--- config.mk ---
export PLATFORM = sky130hd
export DESIGN_NAME = pwm_peripheral
export DESIGN_NICKNAME = d
export VERILOG_FILES = /design/src/rtl/pwm_pkg.sv /design/src/rtl/pwm_prescaler.sv /design/src/rtl/pwm_peripheral.sv
export SDC_FILE = /design/constraint.sdc
export NUM_CORES = 1
export LEC_CHECK = 0
export BUFFER_PORTS_ARGS = -buffer_cell sky130_fd_sc_hd__buf_2
export CORE_MARGIN = 4
export CORE_UTILIZATION = 53
export DETAILED_ROUTE_END_ITERATION = 6
export PLACE_DENSITY = 0.95
export SETUP_SLACK_MARGIN = 0.5
export SYNTH_ARGS = -nofsm -noshare
export SYNTH_HDL_FRONTEND = slang
export SYNTH_SLANG_ARGS = --single-unit
--- constraint.sdc ---
create_clock -name clk -period 4.59 [get_ports clk]
set_input_delay 0.6885 -clock clk [delete_from_list [all_inputs] [get_ports clk]]
set_output_delay 0.6885 -clock clk [all_outputs]
set_load 0.005 [all_outputs]
--- src/rtl/pwm_pkg.sv ---
// Shared constants and types for the PWM output stage and the SPI register block
// that feeds it.
package pwm_pkg;

    localparam int PWM_BITS = 8;
    localparam int NUM_PINS = 16;

    localparam logic [PWM_BITS-1:0] DUTY_FULL = 8'hFF;

    // Register addresses as decoded by the upstream SPI register block.
    localparam logic [7:0] ADDR_EN_OUT_7_0  = 8'd1;
    localparam logic [7:0] ADDR_EN_OUT_15_8 = 8'd2;
    localparam logic [7:0] ADDR_EN_PWM_7_0  = 8'd3;
    localparam logic [7:0] ADDR_EN_PWM_15_8 = 8'd4;
    localparam logic [7:0] ADDR_DUTY        = 8'd5;

    typedef enum logic [1:0] {
        PIN_OFF = 2'd0,
        PIN_ON  = 2'd1,
        PIN_PWM = 2'd2
    } pin_mode_e;

    // The output-enable bit dominates; the PWM bit only matters on an enabled pin.
    function automatic pin_mode_e pin_mode(input logic en_out, input logic en_pwm);
        if (!en_out)
            return PIN_OFF;
        else if (!en_pwm)
            return PIN_ON;
        else
            return PIN_PWM;
    endfunction

endpackage

--- src/rtl/pwm_prescaler.sv ---
// Free-running divide-by-PRESCALE counter; step marks the last cycle of each
// division and advances the PWM counter.
module pwm_prescaler #(
    parameter int PRESCALE = 13
) (
    input  logic clk,
    input  logic rst_n,
    output logic step
);

    localparam int CNT_W = (PRESCALE > 1) ? $clog2(PRESCALE) : 1;
    localparam logic [CNT_W-1:0] LAST = CNT_W'(PRESCALE - 1);

    logic [CNT_W-1:0] prescale_cnt;

    // With PRESCALE == 1 the counter sits at 0 and step is permanently high.
    assign step = (prescale_cnt == LAST);

    always_ff @(posedge clk or negedge rst_n) begin
        if (!rst_n)
            prescale_cnt <= '0;
        else if (step)
            prescale_cnt <= '0;
        else
            prescale_cnt <= prescale_cnt + 1'b1;
    end

endmodule

--- src/rtl/pwm_peripheral.sv ---
// Drives 16 pins as off, static-on or PWM at a common, period-aligned duty
// cycle taken from the SPI configuration registers.
module pwm_peripheral
    import pwm_pkg::*;
#(
    parameter int PRESCALE = 13
) (
    input  logic                clk,
    input  logic                rst_n,
    input  logic [7:0]          en_reg_out_7_0,
    input  logic [7:0]          en_reg_out_15_8,
    input  logic [7:0]          en_reg_pwm_7_0,
    input  logic [7:0]          en_reg_pwm_15_8,
    input  logic [PWM_BITS-1:0] pwm_duty_cycle,
    output logic [NUM_PINS-1:0] out,
    output logic                period_start
);

    localparam logic [PWM_BITS-1:0] CNT_MAX = '1;

    logic                step;
    logic                period_end;
    logic [PWM_BITS-1:0] pwm_cnt;
    logic [PWM_BITS-1:0] duty_shadow;
    logic                pwm_level;
    logic [NUM_PINS-1:0] en_out;
    logic [NUM_PINS-1:0] en_pwm;
    logic [NUM_PINS-1:0] out_next;

    pwm_prescaler #(
        .PRESCALE (PRESCALE)
    ) u_prescaler (
        .clk   (clk),
        .rst_n (rst_n),
        .step  (step)
    );

    assign en_out     = {en_reg_out_15_8, en_reg_out_7_0};
    assign en_pwm     = {en_reg_pwm_15_8, en_reg_pwm_7_0};
    assign period_end = step && (pwm_cnt == CNT_MAX);

    // Full scale is special-cased so 0xFF means truly always-on, not 255/256.
    assign pwm_level  = (duty_shadow == DUTY_FULL) || (pwm_cnt < duty_shadow);

    // NOTE: combinational logic assigns every output a default first, so no
    // path through the block leaves a value held and no latch is inferred.
    always_comb begin
        out_next = '0;
        for (int i = 0; i < NUM_PINS; i++) begin
            case (pin_mode(en_out[i], en_pwm[i]))
                PIN_ON:  out_next[i] = 1'b1;
                PIN_PWM: out_next[i] = pwm_level;
                default: out_next[i] = 1'b0;
            endcase
        end
    end

    // NOTE: state is updated with non-blocking assignments so every register
    // samples pre-edge values; blocking here would let pwm_cnt's new value leak
    // into the duty-shadow and period_start decisions on the same edge.
    always_ff @(posedge clk or negedge rst_n) begin
        if (!rst_n) begin
            pwm_cnt      <= '0;
            duty_shadow  <= '0;
            period_start <= 1'b0;
            out          <= '0;
        end else begin
            if (step)
                pwm_cnt <= pwm_cnt + 1'b1;
            // Duty is only sampled at the wrap so a period is never cut short.
            if (period_end)
                duty_shadow <= pwm_duty_cycle;
            period_start <= period_end;
            out          <= out_next;
        end
    end

endmodule

; ---- Word-level counts from Yosys, hierarchy flattened
; Index checks and enable logic that the tools add are counted.
[op_classes]
n_lt_le_gt_ge = 1
n_eq_ne = 35
reduce_logical = 2
n_addsub = 2
mux = 49
[ops]
columns = op, count
row1 = 2-bit two-way mux, 32
row2 = 2-bit by 1-bit == test with 1-bit output (second input constant), 16
row3 = 2-bit == test (second input constant), 16
row4 = 1-bit one-hot mux with 2 select lines, 16
row5 = 8-bit == test (second input constant), 2
row6 = 8-bit by 1-bit adder with 8-bit output (second input constant), 1
row7 = 8-bit < comparator, 1
row8 = 4-bit by 1-bit adder with 4-bit output (second input constant), 1
row9 = 4-bit == test (second input constant), 1
row10 = 4-bit two-way mux, 1
row11 = 1-bit logical AND, 1
row12 = 1-bit logical OR, 1
[word_totals]
inputBits = 42
output_inout_bits = 17
reg_bits = 37
wordCells = 94

; ---- Logic depth before layout (Yosys ltp)
[depth]
depth_word = 4
ltp_mapped = 7
mapped_depth_nobuf = 6

; ---- Modules after synthesis
; A second synthesis with hierarchy kept.
[hier_totals]
hier_cells = 122
area_unflattened_um2 = 1666.6
[modules_own_cells]
columns = mod, seq_area_each_um2, n_inst, area_per_inst_um2, cells_per_inst
row1 = pwm_peripheral, 825.8, 1, 1470.2, 105
row2 = pwm_prescaler, 100.1, 1, 196.4, 17

; ---- Worst setup path before layout
; Ideal clock, no wire load.
[synth_timing]
path_kind = register to register
from = reg pwm_cnt[7]
to = reg out[10]
path_stages_with_launch = 7
setup_slack_ps = 2839
setup_ps = 122
synth_period_minus_slack_ps = 1751
required_ps = 4468
arrival_time_ps = 1629
path_buffers = 1
cell_sequence = dfrtp_1 -> ha_1 -> and4_1 -> o21ai_1 -> o32ai_2 -> buf_6 -> a21boi_2
[synth_via]
elab_chain_len = 3
[synth_lines]
columns = item, line_no
row1 = start: declaration, pwm_peripheral.sv:23  ; logic [PWM_BITS-1:0] pwm_cnt;
row2 = start signal: assignment, pwm_peripheral.sv:69  ; pwm_cnt <= pwm_cnt + 1'b1;
row3 = 8-bit < comparator, pwm_peripheral.sv:43  ; assign pwm_level = (duty_shadow == DUTY_FULL) || (pwm_cnt < duty_shadow);
row4 = 1-bit logical OR, pwm_peripheral.sv:43
row5 = 1-bit one-hot mux with 2 select lines, pwm_peripheral.sv:50  ; case (pin_mode(en_out[i], en_pwm[i]))
row6 = via out_next[10], pwm_peripheral.sv:28  ; logic [NUM_PINS-1:0] out_next;
row7 = end signal: assignment, pwm_peripheral.sv:74  ; out <= out_next;
row8 = end: declaration, pwm_peripheral.sv:15  ; output logic [NUM_PINS-1:0] out,
; The timed path passes the listed nets, and every way through them passes these cells.
; A chain may end at the register's enable or synchronous reset.

; ---- Final worst setup path
[layout_timing]
from = reg pwm_cnt[7]
to = reg out[2]
; The elaborated chain is that of the path after synthesis.

==> results.sh <==
export IMPL_cp_end_kind="register"
export IMPL_required_ns=4.80
export IMPL_synth_ff_type="dfrtp_1"
export IMPL_fin_crit_ns=1.914
export IMPL_use_met3_pct=7.733
export IMPL_synth_edf_count=0
export IMPL_p_seq_share_pct=54.3
export IMPL_pwr_density_cell_nw_per_um2=300.2
export IMPL_firstDrtPassIters=4
export IMPL_yosysTopAreaCellShare_pct=55.35
export IMPL_overflow=0
export IMPL_combPwrFrac_pct=8.1
export IMPL_syn_to_final_growth_pct=25.06
export IMPL_min_path_type="in2async"
export IMPL_drc=0
export IMPL_arrival_ns=2.12
export IMPL_io_pins=59
export IMPL_hold_viol=0
export IMPL_netlist_top_cells_area="dfrtp_1 (55%), ha_1 (7.5%), a21boi_2 (6.7%)"
export IMPL_setup_violations=0
export IMPL_p_int_w=0.0004946
export IMPL_ys_top_cells_by_count="dfrtp_1 (37), a21boi_2 (10), ha_1 (10), inv_1 (10), mux2_2 (8)"
export IMPL_r2r_start="pwm_cnt[7]"
export IMPL_viasPerCell=5.047
export IMPL_clockBufferDepth=2
export IMPL_core_area_um2=3028
export IMPL_max_freq_ghz=0.5224
export IMPL_async_flop_share_pct=100.0
export IMPL_drv_cap=0
export IMPL_p_clk_share_pct=37.5
export IMPL_rr_worst_depth=6
export IMPL_use_met2_pct=27.61
export IMPL_die_area_um2=4119
export IMPL_fin_skew_ns=0.006652
export IMPL_worst_pin_slew_ns=0.7833
export IMPL_gp_congestion=0.7420
export IMPL_critPathMaxFanout=16
export IMPL_ys_seq_area_share_pct=55.35
export IMPL_cts_buffers=5
export IMPL_htree_levels=2
export IMPL_met1_usage_pct=19.45
export IMPL_grt_pass1_vias=1170
export IMPL_grt_pass1_wl_um=5209
export IMPL_grt_most_used_layer="met2"
export IMPL_reg2reg_slack_ns=2.68
export IMPL_final_setup_tns_ns=0
export IMPL_clk_pin_slew_ns=0.11
export IMPL_slew_limit_headroom_pct=47.78
export IMPL_cts_tree="yes"
export IMPL_hold_buffers=0
export IMPL_synth_top_area_cell="dfrtp_1"
export IMPL_io_buffers=58
export IMPL_drtAntennaViolNets=0
export IMPL_power_share_switching_pct=21.25
export IMPL_grt_max_degree=38
export IMPL_r2r_end="out[2]"
export IMPL_p_switching_w=0.0001334
export IMPL_die_w_um=64.18
export IMPL_cellLeakagePower_nw=1.041
export IMPL_start_util_pct=55.25
export IMPL_clock_sinks=37
export IMPL_hpwl_um=2551
export IMPL_die_h_um=64.18
export IMPL_synth_seq_cells=37
export IMPL_antennaDiodeCount=0
export IMPL_rows=20
export IMPL_p_total_w=0.0006280
export IMPL_path_class="reg2reg"
export IMPL_avgRoutedWirePerCell_um=14.03
export IMPL_root_buffer="clkbuf_4"
export IMPL_yosysMostFrequentCell="dfrtp_1"
export IMPL_synth_avg_cell_area_um2=13.60
export IMPL_yosysWarnings=0
export IMPL_routed_wl_um=3255
export IMPL_cts_resized=0
export IMPL_vdd_drop_max_mv=0.2129
export IMPL_clk_latency_ns=0.34
export IMPL_syn_cell_area_um2=1673
export IMPL_status="complete, no violations"
export IMPL_slew_viol_final=0
export IMPL_drive_above_1_share_pct=48.40
export IMPL_syn_instance_count=123
export IMPL_cts_setup_buffers=0
export IMPL_vias=1171
export IMPL_grt_total_usage_pct=17.04
export IMPL_rsz0062_at_grt="false"
export IMPL_synth_cell_types=28
export IMPL_drt_iter0_drc=37
export IMPL_period_share_pct=41.71
export IMPL_syn_nets=175
export IMPL_cp_start_kind="register"
export IMPL_antenna_found_initial=0
export IMPL_layout_nets=239
-- critical path, cell delays in order, from the launching register on --
cell	delay (ns)
dfrtp_1	0.46
ha_1	0.35
and4_1	0.19
o21ai_1	0.08
o32ai_2	0.28
buf_4	0.28
a21boi_0	0.14
-- logic make-up after synthesis --
kind of cell / count (synthesis) / synth area share [%]
xor gates and xnor gates: 8 / 4.189
adders and majority gates: 10 / 7.479
AOI/OAI and AO/OA: 26 / 15.26
muxes: 9 / 6.283
DFF: 37 / 55.35
and+or+nand+nor: 21 / 7.854
buffers and inverters: 12 / 3.590
-- state kept, by name (all words and copies together) (netlist names) --
register / cells
out: 16
pwm_cnt: 8
duty_shadow: 8
period_start: 1
u_prescaler.prescale_cnt: 4
-- per-stage QoR --
stage	hold WS, ns	cell area, um2	setup slack [ns]	instances	util (%)
after floorplan	0.3929	1673	2.839	123	-
after global placement	0.4610	2003	2.748	224	66.16
final	0.4198	2092	2.676	232	69.09
after CTS	0.4416	2092	2.667	232	69.09
after detailed placement	0.4688	2003	2.671	224	66.16
after global routing	0.4793	2092	2.583	232	69.09
-- layout by cell type (no fill, tap or decap), types with 2 or more instances in the layout --
| cell | n |
|---|---|
| buf_2 | 58 |
| dfrtp_1 | 37 |
| inv_1 | 10 |
| a21boi_2 | 10 |
| ha_1 | 10 |
| mux2_2 | 8 |
| nor2_1 | 6 |
| a21boi_0 | 6 |
| nand4_1 | 5 |
| xnor2_1 | 5 |
| clkbuf_4 | 5 |
| nand2_1 | 3 |
| xor2_1 | 3 |
| and4_1 | 2 |
| a21oi_1 | 2 |
-- layer usage --
layer / routed length [um] / share of wire (%)
met5: 0 / 0
met4: 36 / 1.1
met3: 340 / 10
met2: 1590 / 49
met1: 1288 / 40
-- worst max path at each step --
stage / start / endpoint / slack (ns) / depth (start not counted)
floorplan: pwm_cnt[7] / out[10] / 2.84 / 6
global placement: pwm_cnt[7] / out[15] / 2.75 / 6
detailed placement: pwm_cnt[7] / out[2] / 2.67 / 6
CTS: pwm_cnt[7] / out[2] / 2.67 / 6
global route: pwm_cnt[7] / out[1] / 2.58 / 6
finish: pwm_cnt[7] / out[2] / 2.68 / 6
-- final cells by class --
cell class	count	area (um2)
fillers	219	935.9
flip-flops and latches	37	925.9
multi-input cells	74	686.9
repair buffers	59	297.8
well taps	44	55.05
clock buffers	6	51.30
clock inverters	2	37.54
inverters	10	37.54
-- power by group through the flow --
stage,Combinational (W),Sequential [W],Clock [W]
floorplan,0.0000166,0.000348,0
global placement,0.0000499,0.000347,0
detailed placement,0.0000519,0.000348,0
CTS,0.0000524,0.000341,0.000240
global route,0.0000579,0.000343,0.000253
finish,0.0000510,0.000341,0.000236
Power figures use the tool's default switching activity.
